--- src/rtl/led_scan_reader.sv ---
// led_scan_reader: fetches one 8-pixel row of 4-bit levels from the frame RAM,
// then blanks the matrix and PWM-drives that row; rows are scanned 0..7 forever.
// Ports: clk; rst_n (async, active low); en (scan enable, level-sensitive);
//   addr_row/addr_col (one-hot RAM read address, 0 when idle); led_data (RAM
//   data, 1-cycle latency); row_sel/col_drv (matrix drivers, active high);
//   scan_row (current row index); frame_start (pulse at first fetch of row 0).
module led_scan_reader #(
    parameter int unsigned PWM_DIV      = 1024,
    parameter int unsigned PWM_PERIODS  = 4,
    parameter int unsigned BLANK_CYCLES = 64
) (
    input  logic       clk,
    input  logic       rst_n,
    input  logic       en,
    output logic [7:0] addr_row,
    output logic [7:0] addr_col,
    input  logic [3:0] led_data,
    output logic [7:0] row_sel,
    output logic [7:0] col_drv,
    output logic [2:0] scan_row,
    output logic       frame_start
);

    typedef enum logic [1:0] {IDLE, FETCH, BLANK, SHOW} state_t;

    localparam logic [15:0] DIV_LAST   = 16'(PWM_DIV - 1);
    localparam logic [7:0]  PER_LAST   = 8'(PWM_PERIODS - 1);
    localparam logic [15:0] BLANK_LAST = 16'(BLANK_CYCLES - 1);

    state_t          state;
    logic [3:0]      fidx;
    logic [15:0]     blank_cnt;
    logic [15:0]     div_cnt;
    logic [3:0]      pwm_cnt;
    logic [7:0]      per_cnt;
    logic [7:0][3:0] pix;

    logic [2:0] row_next;
    logic [3:0] pwm_next;

    assign row_next = scan_row + 3'd1;
    assign pwm_next = (pwm_cnt == 4'd14) ? 4'd0 : pwm_cnt + 4'd1;

    function automatic logic [7:0] onehot(input logic [2:0] i);
        return 8'd1 << i;
    endfunction

    // Column c is lit while its level exceeds the PWM step, so level 0 never
    // lights and level 15 always does (steps only run 0..14).
    function automatic logic [7:0] mask_at(input logic [7:0][3:0] p,
                                           input logic [3:0] lvl);
        logic [7:0] m;
        m = '0;
        for (int c = 0; c < 8; c++) m[c] = (p[c] > lvl);
        return m;
    endfunction

    always_ff @(posedge clk or negedge rst_n) begin
        if (!rst_n) begin
            state       <= IDLE;
            fidx        <= '0;
            blank_cnt   <= '0;
            div_cnt     <= '0;
            pwm_cnt     <= '0;
            per_cnt     <= '0;
            pix         <= '0;
            addr_row    <= '0;
            addr_col    <= '0;
            row_sel     <= '0;
            col_drv     <= '0;
            scan_row    <= '0;
            frame_start <= 1'b0;
        end else if (state != IDLE && !en) begin
            state       <= IDLE;
            fidx        <= '0;
            blank_cnt   <= '0;
            div_cnt     <= '0;
            pwm_cnt     <= '0;
            per_cnt     <= '0;
            addr_row    <= '0;
            addr_col    <= '0;
            row_sel     <= '0;
            col_drv     <= '0;
            scan_row    <= '0;
            frame_start <= 1'b0;
        end else begin
            frame_start <= 1'b0;
            unique case (state)
                IDLE: begin
                    if (en) begin
                        state       <= FETCH;
                        fidx        <= '0;
                        scan_row    <= '0;
                        addr_row    <= onehot(3'd0);
                        addr_col    <= onehot(3'd0);
                        frame_start <= 1'b1;
                    end
                end
                FETCH: begin
                    // Data for column fidx-1 arrives one cycle after its address.
                    if (fidx != 4'd0) pix[3'(fidx - 4'd1)] <= led_data;
                    if (fidx == 4'd8) begin
                        state     <= BLANK;
                        blank_cnt <= '0;
                    end else begin
                        fidx <= fidx + 4'd1;
                        if (fidx == 4'd7) begin
                            addr_row <= '0;
                            addr_col <= '0;
                        end else begin
                            addr_col <= onehot(3'(fidx + 4'd1));
                        end
                    end
                end
                BLANK: begin
                    if (blank_cnt == BLANK_LAST) begin
                        state   <= SHOW;
                        div_cnt <= '0;
                        pwm_cnt <= '0;
                        per_cnt <= '0;
                        row_sel <= onehot(scan_row);
                        col_drv <= mask_at(pix, 4'd0);
                    end else begin
                        blank_cnt <= blank_cnt + 16'd1;
                    end
                end
                SHOW: begin
                    if (div_cnt != DIV_LAST) begin
                        div_cnt <= div_cnt + 16'd1;
                    end else begin
                        div_cnt <= '0;
                        if (pwm_cnt == 4'd14 && per_cnt == PER_LAST) begin
                            state       <= FETCH;
                            fidx        <= '0;
                            row_sel     <= '0;
                            col_drv     <= '0;
                            scan_row    <= row_next;
                            addr_row    <= onehot(row_next);
                            addr_col    <= onehot(3'd0);
                            frame_start <= (row_next == 3'd0);
                        end else begin
                            pwm_cnt <= pwm_next;
                            if (pwm_cnt == 4'd14) per_cnt <= per_cnt + 8'd1;
                            col_drv <= mask_at(pix, pwm_next);
                        end
                    end
                end
                default: state <= IDLE;
            endcase
        end
    end

endmodule
--- config.mk ---
export PLATFORM = sky130hd
export DESIGN_NAME = led_scan_reader
export DESIGN_NICKNAME = d
export VERILOG_FILES = /design/src/rtl/led_scan_reader.sv
export SDC_FILE = /design/constraint.sdc
export NUM_CORES = 1
export LEC_CHECK = 0
export BUFFER_PORTS_ARGS = -buffer_cell sky130_fd_sc_hd__buf_2
export CAP_MARGIN = 25
export CORE_AREA = 4 4 146 148
export CTS_CLUSTER_SIZE = 16
export DETAILED_ROUTE_END_ITERATION = 16
export DIE_AREA = 0 0 150 152
export PLACE_DENSITY = 0.5
export SLEW_MARGIN = 20
export SYNTH_ARGS = -nofsm -noshare
export SYNTH_HDL_FRONTEND = slang
export SYNTH_SLANG_ARGS = --single-unit
--- constraint.sdc ---
create_clock -name clk -period 3 [get_ports clk]
set_clock_uncertainty 0.05 [all_clocks]
set_input_delay 0.9 -clock clk [delete_from_list [all_inputs] [get_ports clk]]
set_output_delay 0.9 -clock clk [all_outputs]
set_load 0.05 [all_outputs]
==> results of run 1 <==
==> through the flow <==
stage | instances | power [mW] | setup slack [ns]
after floorplan | 714 | 4.11 | 0.337
after global placement | 1035 | 4.87 | 0.186
after detailed placement | 1035 | 4.98 | 0.0939
after CTS | 1067 | 7.28 | 0.268
after global routing | 1067 | 7.67 | 0.105
final | 1067 | 7.22 | 0.283
==> metal layers <==
metal | global-route usage, % | wire, um | vias up
met5 | 0 | 0 | -
met2 | 28.6 | 9260 | 94
li1 | - | - | 2755
met4 | 5.58 | 354 | 0
met3 | 3.19 | 590 | 22
met1 | 21.2 | 8160 | 2835
==> power by group through the flow <==
| stage | Clock (mW) | Combinational (mW) | Sequential (mW) |
|---|---|---|---|
| final | 2.28 | 2.91 | 2.04 |
| after global routing | 2.41 | 3.20 | 2.07 |
| after CTS | 2.32 | 2.92 | 2.04 |
| after floorplan | 0 | 1.80 | 2.31 |
| after global placement | 0 | 2.82 | 2.05 |
| after detailed placement | 0 | 2.92 | 2.06 |
==> worst max-delay path, delay by kind of cell (launching register included) <==
kind                     cells  cell delay [ns]
AO/OA/AOI/OAI                2             0.55
adder cells (fa/ha/maj)      1             0.24
buffers and inverters        1             0.25
flip-flops                   1             0.38
AND/OR/NAND/NOR              3             1.15
==> synth_stat cells (2+ instances only) <==
| master | count |
|---|---|
| o41ai_1 | 6 |
| a22o_1 | 2 |
| nor2_2 | 2 |
| mux2i_1 | 20 |
| nand2b_1 | 8 |
| nor3_4 | 2 |
| nand4_1 | 15 |
| o21a_1 | 3 |
| a211oi_1 | 7 |
| ha_1 | 52 |
| a21oi_1 | 26 |
| o22ai_1 | 2 |
| o21ai_0 | 76 |
| nand2_1 | 71 |
| nand4b_1 | 5 |
| or3_1 | 5 |
| nand3_1 | 33 |
| o31ai_1 | 21 |
| nor4b_1 | 2 |
| a21o_1 | 4 |
| a31oi_1 | 15 |
| buf_6 | 3 |
| nor3b_1 | 2 |
| nor4_1 | 17 |
| nor3_1 | 14 |
| or4_1 | 4 |
| nor2_1 | 29 |
| xor2_1 | 4 |
| and2_1 | 3 |
| clkbuf_1 | 18 |
| mux2_2 | 37 |
| xnor2_1 | 4 |
| dfrtp_1 | 118 |
| inv_1 | 44 |
| buf_2 | 3 |
| and3_1 | 14 |
==> logic make-up after synthesis <==
group | Yosys count | share of synthesized area (%)
XOR/XNOR | 8 | 1.02
AO/OA/AOI/OAI | 170 | 14.8
adder cells (fa/ha/maj) | 52 | 9.47
buffers and inverters | 70 | 4.22
AND/OR/NAND/NOR | 239 | 18.6
flip-flops | 118 | 43.0
multiplexers | 57 | 8.98
==> how the worst min path moves through the flow <==
stage                    start       endpoint  slack [ns]  cells after the start
floorplan           div_cnt[5]     div_cnt[5]        0.40                      1
global placement    div_cnt[5]     div_cnt[5]        0.42                      1
detailed placement  div_cnt[5]     div_cnt[5]        0.44                      1
CTS                      rst_n  blank_cnt[12]        0.39                      1
global route             rst_n  blank_cnt[12]        0.42                      1
finish                   rst_n  blank_cnt[12]        0.39                      1
==> state kept, by name, summed over array words and instances (netlist names), 8 cells and up <==
name	cells
pix	32
blank_cnt	16
div_cnt	16
addr_col	8
addr_row	8
col_drv	8
per_cnt	8
row_sel	8
==> cell usage in the layout (no fill, tap or decap), drive strengths merged, types with 6 or more instances in the layout <==
cell type / netlist / layout
mux2i: 20 / 20
nor2: 31 / 31
dfrtp: 118 / 118
nand2b: 8 / 8
nor3: 16 / 16
a21oi: 26 / 26
ha: 52 / 52
and3: 14 / 14
a31oi: 15 / 15
inv: 44 / 44
a211oi: 7 / 7
o21ai: 77 / 77
nand2: 71 / 71
clkbuf: 19 / 24
mux2: 37 / 37
nor4: 18 / 18
o41ai: 6 / 6
o31ai: 21 / 21
nand3: 33 / 33
nand4: 15 / 15
buf: 7 / 77
==> cell type report <==
cell class / instances / area [um2]
Clock inverter: 8 / 168
Tap cell: 270 / 338
Fill cell: 2012 / 11800
Sequential cell: 118 / 2950
Clock buffer: 24 / 492
Timing Repair Buffer: 77 / 488
Inverter: 44 / 165
Multi-Input combinational cell: 526 / 3630
==> flow_summary.toml, run 1 <==
[timing]
fmax_mhz = 368
worstMarginPinSlew_ns = 0.848
finalSetupViolCount = 0
maxSlewHeadroom_pct = 43.4
drv_slew = 0
finalHoldViolations = 0
final.period_utilization_pct = 90.6
holdWs_ns = 0.386
setup_tns_ns = 0
min_period_ns = 2.72
rsz0062_at_grt = "no"

[floorplanning]
fp.dieH_um = 152
pin_count = 43
dieWidth_um = 150
die_area_um2 = 22800
initial_core_util_pct = 34.3
rows = 52
fp.coreArea_um2 = 20000

[setup_path]
cp-startpoint = "div_cnt[0]"
cp-start-kind = "register"
path_class = "register to register"
r2r.worst_path.cells = 7
timing.rr.start = "div_cnt[0]"
crit_end = "row_sel[3]"
reg2reg_to = "row_sel[3]"
cp_max_fo = 8
ff2ff_setup_slack_ns = 0.28
critPathSlowestCell = "or4bb_1"
worst_ep_required_time_ns = 3.27
worstSetupEndpointType = "register"
cp_data_arrival_time_ns = 2.99
path_cells = "ha_1 > or4bb_1 > nor4_4 > a21oi_1 > buf_4 > or2_1 > o21ai_0"
max_stage_delay_ns = 0.55

[global_route]
grt_max_degree = 56
grt_usage_pct = 16.7
antenna_found_initial = 0
overflow = 0
grt_pass1_vias = 5859
grt_pass1_wl_um = 30600

[placement]
gp_congestion = 0.833
dp_hpwl_um = 13400
io_buffers = 42
placed_cell_area_um2 = 7570

[detailed_routing]
post_drt_via_cell_ratio = 5.35
final_antenna_net_count = 0
drc = 0
wl_per_cell_um = 17.2
vias = 5706
route.final.wire_length_um = 18400
drtIter0Drc = 364
first_pass_iters = 4

[power_and_ir_drop]
p_int_mw = 4.47
power.share.clock_pct = 31.5
p_sw_share_pct = 38.1
peakVddDrop_mv = 0.475
p_comb_share_pct = 40.2
p_leak_nw = 3.76
p_per_area_nw_per_um2 = 877
p_switching_mw = 2.75
power_frac_seq_pct = 28.2

[yosys]
synth.distinct_cells = 59
synth.avg_cell_area_um2 = 9.62
ys_seq_elements = 118
syn_inst = 714
synth-seq-area-share_pct = 43.0
netlist_top_cells_area = "dfrtp_1 (43%), ha_1 (9.5%), mux2_2 (6.1%)"
synth_top_area_share_pct = 43.0
synth_edf_count = 0
yosys_warnings = 0
synth_top_cell_by_area = "dfrtp_1"
netlist_area_um2 = 6870
ys_async_sr_fraction_pct = 100
synth-main-ff-cell = "dfrtp_1"
syn-num-nets = 773

[run]
drv_cap = 0

[cells_and_area]
layout-drive-gt1-share_pct = 18.9
num_antenna_cells = 0
area_growth_syn_to_layout_pct = 19.8
fin_util_pct = 41.1
finalInstanceArea_um2 = 8230
nNetsFinal = 843

[clock_tree]
clockRootBuffer = "clkbuf_16"
clockBufferDepth = 2
cts_hold_buffers = 0
clk_latency_ns = 0.42
cts_setup_buffers = 0
cts_resized = 0
clk_pin_slew_ns = 0.05
cts_sinks = 118
cts_tree = "built"
cts_buffers = 17
h-tree-depth = 4

[hold_path]
hold_path.class = "input port to async pin"

[status]
status = "finished, final reports clean"
Note: power is estimated with default switching activity, not from simulation.
==> run 2, diff against run 1 <==
- REMOVE_ABC_BUFFERS: default -> 1
==> run 2 against run 1 <==
Net effect: critical path type unchanged; via count barely moved; sequential power barely moved; routed wire length fell by 3.5%; hold slack improved by 0.045 ns; core utilization fell by 0.22 points; register-to-register slack improved by 0.13 ns; first-iteration DRC count fell by 7.4%.
==> flow_summary.toml, run 2 (synthesis gave the netlist of run 1 again) <==
[status]
status = "finished, final reports clean"

[detailed_routing]
drtIter0Drc = 337
post_drt_via_cell_ratio = 5.36
met1_length_um = 8510
vias = 5702
wl_met2_um = 8390
first_pass_iters = 5
wl_per_cell_um = 16.7
top_layer = "met4"
wl_met3_um = 631
final_antenna_net_count = 0
route.final.wire_length_um = 17700
drc = 0

[clock_tree]
clockBufferDepth = 2
clk_latency_ns = 0.42
cts_setup_buffers = 0
clockRootBuffer = "clkbuf_16"
cts_tree = "built"
cts_hold_buffers = 0
h-tree-depth = 4
cts_resized = 0
clk_pin_slew_ns = 0.06
cts_buffers = 17
cts_sinks = 118

[placement]
dp_hpwl_um = 12700
placed_cell_area_um2 = 7550
io_buffers = 42
gp_congestion = 0.823

[cells_and_area]
fin_util_pct = 40.9
multiInputGateArea_um2 = 3630
regMostFlops = "pix"
fillCellCount = 2000
most-common-layout-cells = "dfrtp_1 (118), o21ai_0 (76), nand2_1 (71), ha_1 (52), inv_1 (44)"
layout-drive-gt1-share_pct = 19.0
seqCellArea_um2 = 2950
finalInstanceArea_um2 = 8190
final_common_cell = "dfrtp_1"
area_growth_syn_to_layout_pct = 19.2
reg.largest.list = "pix (32), blank_cnt (16), div_cnt (16)"
largest_reg_flops = 32
nNetsFinal = 839
num_antenna_cells = 0

[power_and_ir_drop]
p_leak_nw = 3.71
peakVddDrop_mv = 0.514
p_per_area_nw_per_um2 = 866
finalPower_mw = 7.09

[run]
drv_cap = 0

[setup_path]
worst_ep_required_time_ns = 3.25
cp_max_fo = 11
ff2ff_setup_slack_ns = 0.41
worstSetupEndpointType = "register"
cp-start-kind = "register"
cp_data_arrival_time_ns = 2.83
path_class = "register to register"

[timing]
maxSlewHeadroom_pct = 52.1
final.period_utilization_pct = 86.3
min_period_ns = 2.59
drv_slew = 0
finalHoldViolations = 0
worstMarginPinSlew_ns = 0.711
finalSetupViolCount = 0
holdWs_ns = 0.431
setup_tns_ns = 0
fmax_mhz = 386
rsz0062_at_grt = "no"

[floorplanning]
initial_core_util_pct = 34.3
rows = 52
die_area_um2 = 22800
dieWidth_um = 150
fp.dieH_um = 152
fp.coreArea_um2 = 20000
pin_count = 43

[global_route]
grt_max_degree = 46
overflow = 0
antenna_found_initial = 0
grt_usage_pct = 16.2
grt_pass1_wl_um = 29800
grt_pass1_vias = 5762

[hold_path]
hold_path.class = "register to register"
==> run 2: cell count changes in the layout (fill, tap and decap cells not counted), sizes merged <==
cell	delta
clkinvlp	+3
clkinv	+4
buf	-4
inv	+1
clkbuf	-7
bufinv	-1
==> run 2: critical path, stage by stage, from the launching register on <==
cell     delay, ns
dfrtp_1       0.38
ha_1          0.25
or4bb_1       0.56
nor4_4        0.24
a21oi_2       0.26
nor3_4        0.35
mux2_2        0.37
==> run 2: final cells by class <==
cell class | count | area share, %
Clock buffer | 17 | 5.20
Tap cell | 270 | 4.13
Clock inverter | 15 | 2.49
Multi-Input combinational cell | 526 | 44.4
Sequential cell | 118 | 36.1
Timing Repair Buffer | 73 | 5.75
Inverter | 44 | 2.02
==> run 2: through the flow <==
step,setup WS (ns),std cells
2_1_floorplan,-0.0936,688
3_3_place_gp,0.253,1030
3_5_place_dp,0.0923,1030
4_1_cts,0.220,1062
5_1_grt,0.249,1063
6_report,0.412,1063
==> run 2: power by group <==
group	total [mW]	internal [mW]	leakage, nW	switching, mW
registers	2.02	1.83	1.59	0.192
clock network	2.17	1.39	0.295	0.780
logic	2.89	1.07	1.83	1.82
==> run 2: path summary, 6_finish.rpt <==
check                      startpoint     endpoint  depth (start not counted)
max                        div_cnt[0]  addr_row[2]                          6
min                        div_cnt[5]   div_cnt[5]                          1
max reg2reg                div_cnt[0]  addr_row[2]                          6
min reg2reg                div_cnt[5]   div_cnt[5]                          1
max in group asynchronous       rst_n   col_drv[2]                          2
min in group asynchronous       rst_n   per_cnt[2]                          1
==> run 2: per-layer routing <==
metal,track usage [%],vias to the layer above
li1,-,2752
met1,22.3,2806
met2,25.6,127
met3,3.46,17
met4,4.71,0
met5,0,-
==> run 3, diff against run 2 <==
- CELL_PAD_IN_SITES_DETAIL_PLACEMENT: default -> 2
- CELL_PAD_IN_SITES_GLOBAL_PLACEMENT: default -> 2
- PLACE_DENSITY: 0.5 -> 0.71
==> run 3 against run 2 <==
Net effect: register-to-register slack worse by 0.12 ns; design area is 0.66% lower; total power is 0.29% lower; clock-buffer cell count is 4 higher; die area stayed put; combinational power is 5% higher; final cell count is 0.19% higher; sequential share of layout area is 0.24 points higher; flip-flop and latch count stayed put; routed wire length is 22% higher; critical path type unchanged; largest power group unchanged; highest routed layer unchanged.
==> flow_summary.toml, run 3 (synthesis gave the netlist of run 1 again) <==
[detailed_routing]
drtIter0Drc = 257
final_antenna_net_count = 0
route.final.wire_length_um = 21600
vias = 5904
drc = 0
wl_per_cell_um = 20.3
post_drt_via_cell_ratio = 5.54
first_pass_iters = 4

[clock_tree]
cts_resized = 0
cts_hold_buffers = 0
cts_tree = "built"
clk_pin_slew_ns = 0.06
cts_buffers = 17
h-tree-depth = 4
clk_latency_ns = 0.42
cts_sinks = 118
clockRootBuffer = "clkbuf_16"
cts_setup_buffers = 0
clockBufferDepth = 2

[floorplanning]
fp.dieH_um = 152
fp.coreArea_um2 = 20000
rows = 52
dieWidth_um = 150
die_area_um2 = 22800
pin_count = 43
initial_core_util_pct = 34.3

[power_and_ir_drop]
p_int_mw = 4.17
power_frac_seq_pct = 28.8
p_per_area_nw_per_um2 = 869
p_sw_share_pct = 41.0
p_comb_share_pct = 42.8
power.share.clock_pct = 28.3
p_leak_nw = 3.71
peakVddDrop_mv = 0.526
p_switching_mw = 2.89

[cells_and_area]
reg.largest.list = "pix (32), blank_cnt (16), div_cnt (16)"
most-common-layout-cells = "dfrtp_1 (118), o21ai_0 (76), nand2_1 (71), ha_1 (52), inv_1 (44)"
fillCellCount = 2250
nNetsFinal = 842
largest_reg_flops = 32
seqCellArea_um2 = 2950
regMostFlops = "pix"
num_antenna_cells = 0
area_growth_syn_to_layout_pct = 18.4
finalInstanceArea_um2 = 8130
instances_no_fill = 1065
final_common_cell = "dfrtp_1"
multiInputGateArea_um2 = 3630
layout-drive-gt1-share_pct = 19.0

[setup_path]
worstSetupEndpointType = "register"
critPathSlowestCell = "or4bb_1"
max_stage_delay_ns = 0.55
path_cells = "ha_1 > or4bb_1 > nor4_4 > a21oi_2 > nor3_4 > buf_4 > mux2i_1"
worst_ep_required_time_ns = 3.28
path_class = "register to register"
cp-start-kind = "register"
cp_data_arrival_time_ns = 2.99
cp_max_fo = 11

[placement]
gp_congestion = 0.803
io_buffers = 42
placed_cell_area_um2 = 7560
dp_hpwl_um = 15700
place_worst_setup_slack_ns = -0.0182
placedCellCount = 1034

[global_route]
antenna_found_initial = 0
overflow = 0
grt_pass1_wl_um = 36200
grt_pass1_vias = 6708
grt_usage_pct = 19.8
grt_max_degree = 48

[timing]
worstMarginPinSlew_ns = 0.720
finalHoldViolations = 0
finalSetupViolCount = 0
fmax_mhz = 369
final.period_utilization_pct = 90.4
drv_slew = 0
min_period_ns = 2.71
rsz0062_at_grt = "no"
layout_setup_ws_ns = 0.288
maxSlewHeadroom_pct = 52.0

[run]
drv_cap = 0

[hold_path]
hold_path.class = "register to register"

[status]
status = "finished, final reports clean"
==> run 3: cell count changes in the layout (fill, tap and decap cells not counted) <==
cell	delta
buf_4	+4
clkinv_2	+4
clkinv_4	-4
bufinv_16	-2
clkbuf_1	+2
clkbuf_8	+2
clkinvlp_4	-2
buf_12	-1
inv_6	-1
==> run 3: critical path: cells and delay by family, from the launching register on <==
| kind | cells | cell delay (ns) |
|---|---|---|
| buffers and inverters | 1 | 0.26 |
| AOI/OAI and AO/OA | 1 | 0.25 |
| DFF | 1 | 0.39 |
| and+or+nand+nor | 3 | 1.18 |
| adders and majority gates | 1 | 0.26 |
| muxes | 1 | 0.23 |
==> run 3: final cells by class <==
type                            count  area share (%)
Multi-Input combinational cell    526            44.6
Sequential cell                   118            36.3
Timing Repair Buffer               76            5.91
Clock buffer                       21            5.66
Tap cell                          270            4.15
Inverter                           44            2.03
Clock inverter                     10            1.29
==> run 3: final timing paths <==
| check | startpoint | endpoint | slack (ns) | cells past startpoint |
|---|---|---|---|---|
| setup / recovery | div_cnt[0] | addr_col[7] | 0.29 | 7 |
| hold reg to reg | div_cnt[5] | div_cnt[5] | 0.45 | 1 |
| min in group asynchronous | rst_n | pix[13] | 0.47 | 1 |
| setup reg to reg | div_cnt[0] | addr_col[7] | 0.29 | 7 |
| hold / removal | div_cnt[5] | div_cnt[5] | 0.45 | 1 |
| max in group asynchronous | rst_n | pix[25] | 1.68 | 2 |
==> run 3: metrics by stage <==
step	hold WS, ns	util [%]	power, mW	setup TNS (ns)
4_1_cts	0.454	40.6	7.15	0
5_1_grt	0.473	40.6	7.55	0
3_3_place_gp	0.425	37.7	4.88	0
2_1_floorplan	0.404	-	4.00	-0.0936
6_report	0.448	40.6	7.06	0
3_5_place_dp	0.445	37.7	5.10	-0.0539
==> run 3: layer usage <==
| metal | vias up | global-route usage [%] | wire length [um] |
|---|---|---|---|
| met5 | - | 0 | 0 |
| met2 | 97 | 34.0 | 11000 |
| met3 | 41 | 3.22 | 542 |
| met4 | 0 | 7.49 | 482 |
| li1 | 2761 | - | - |
| met1 | 3005 | 25.0 | 9620 |
==> run 3: power by group through the flow <==
| stage | clock, mW | combinational (mW) | sequential (mW) |
|---|---|---|---|
| after global routing | 2.13 | 3.34 | 2.07 |
| after floorplan | 0 | 1.68 | 2.32 |
| after detailed placement | 0 | 3.04 | 2.06 |
| final | 2.00 | 3.03 | 2.04 |
| after CTS | 2.04 | 3.07 | 2.04 |
| after global placement | 0 | 2.84 | 2.04 |
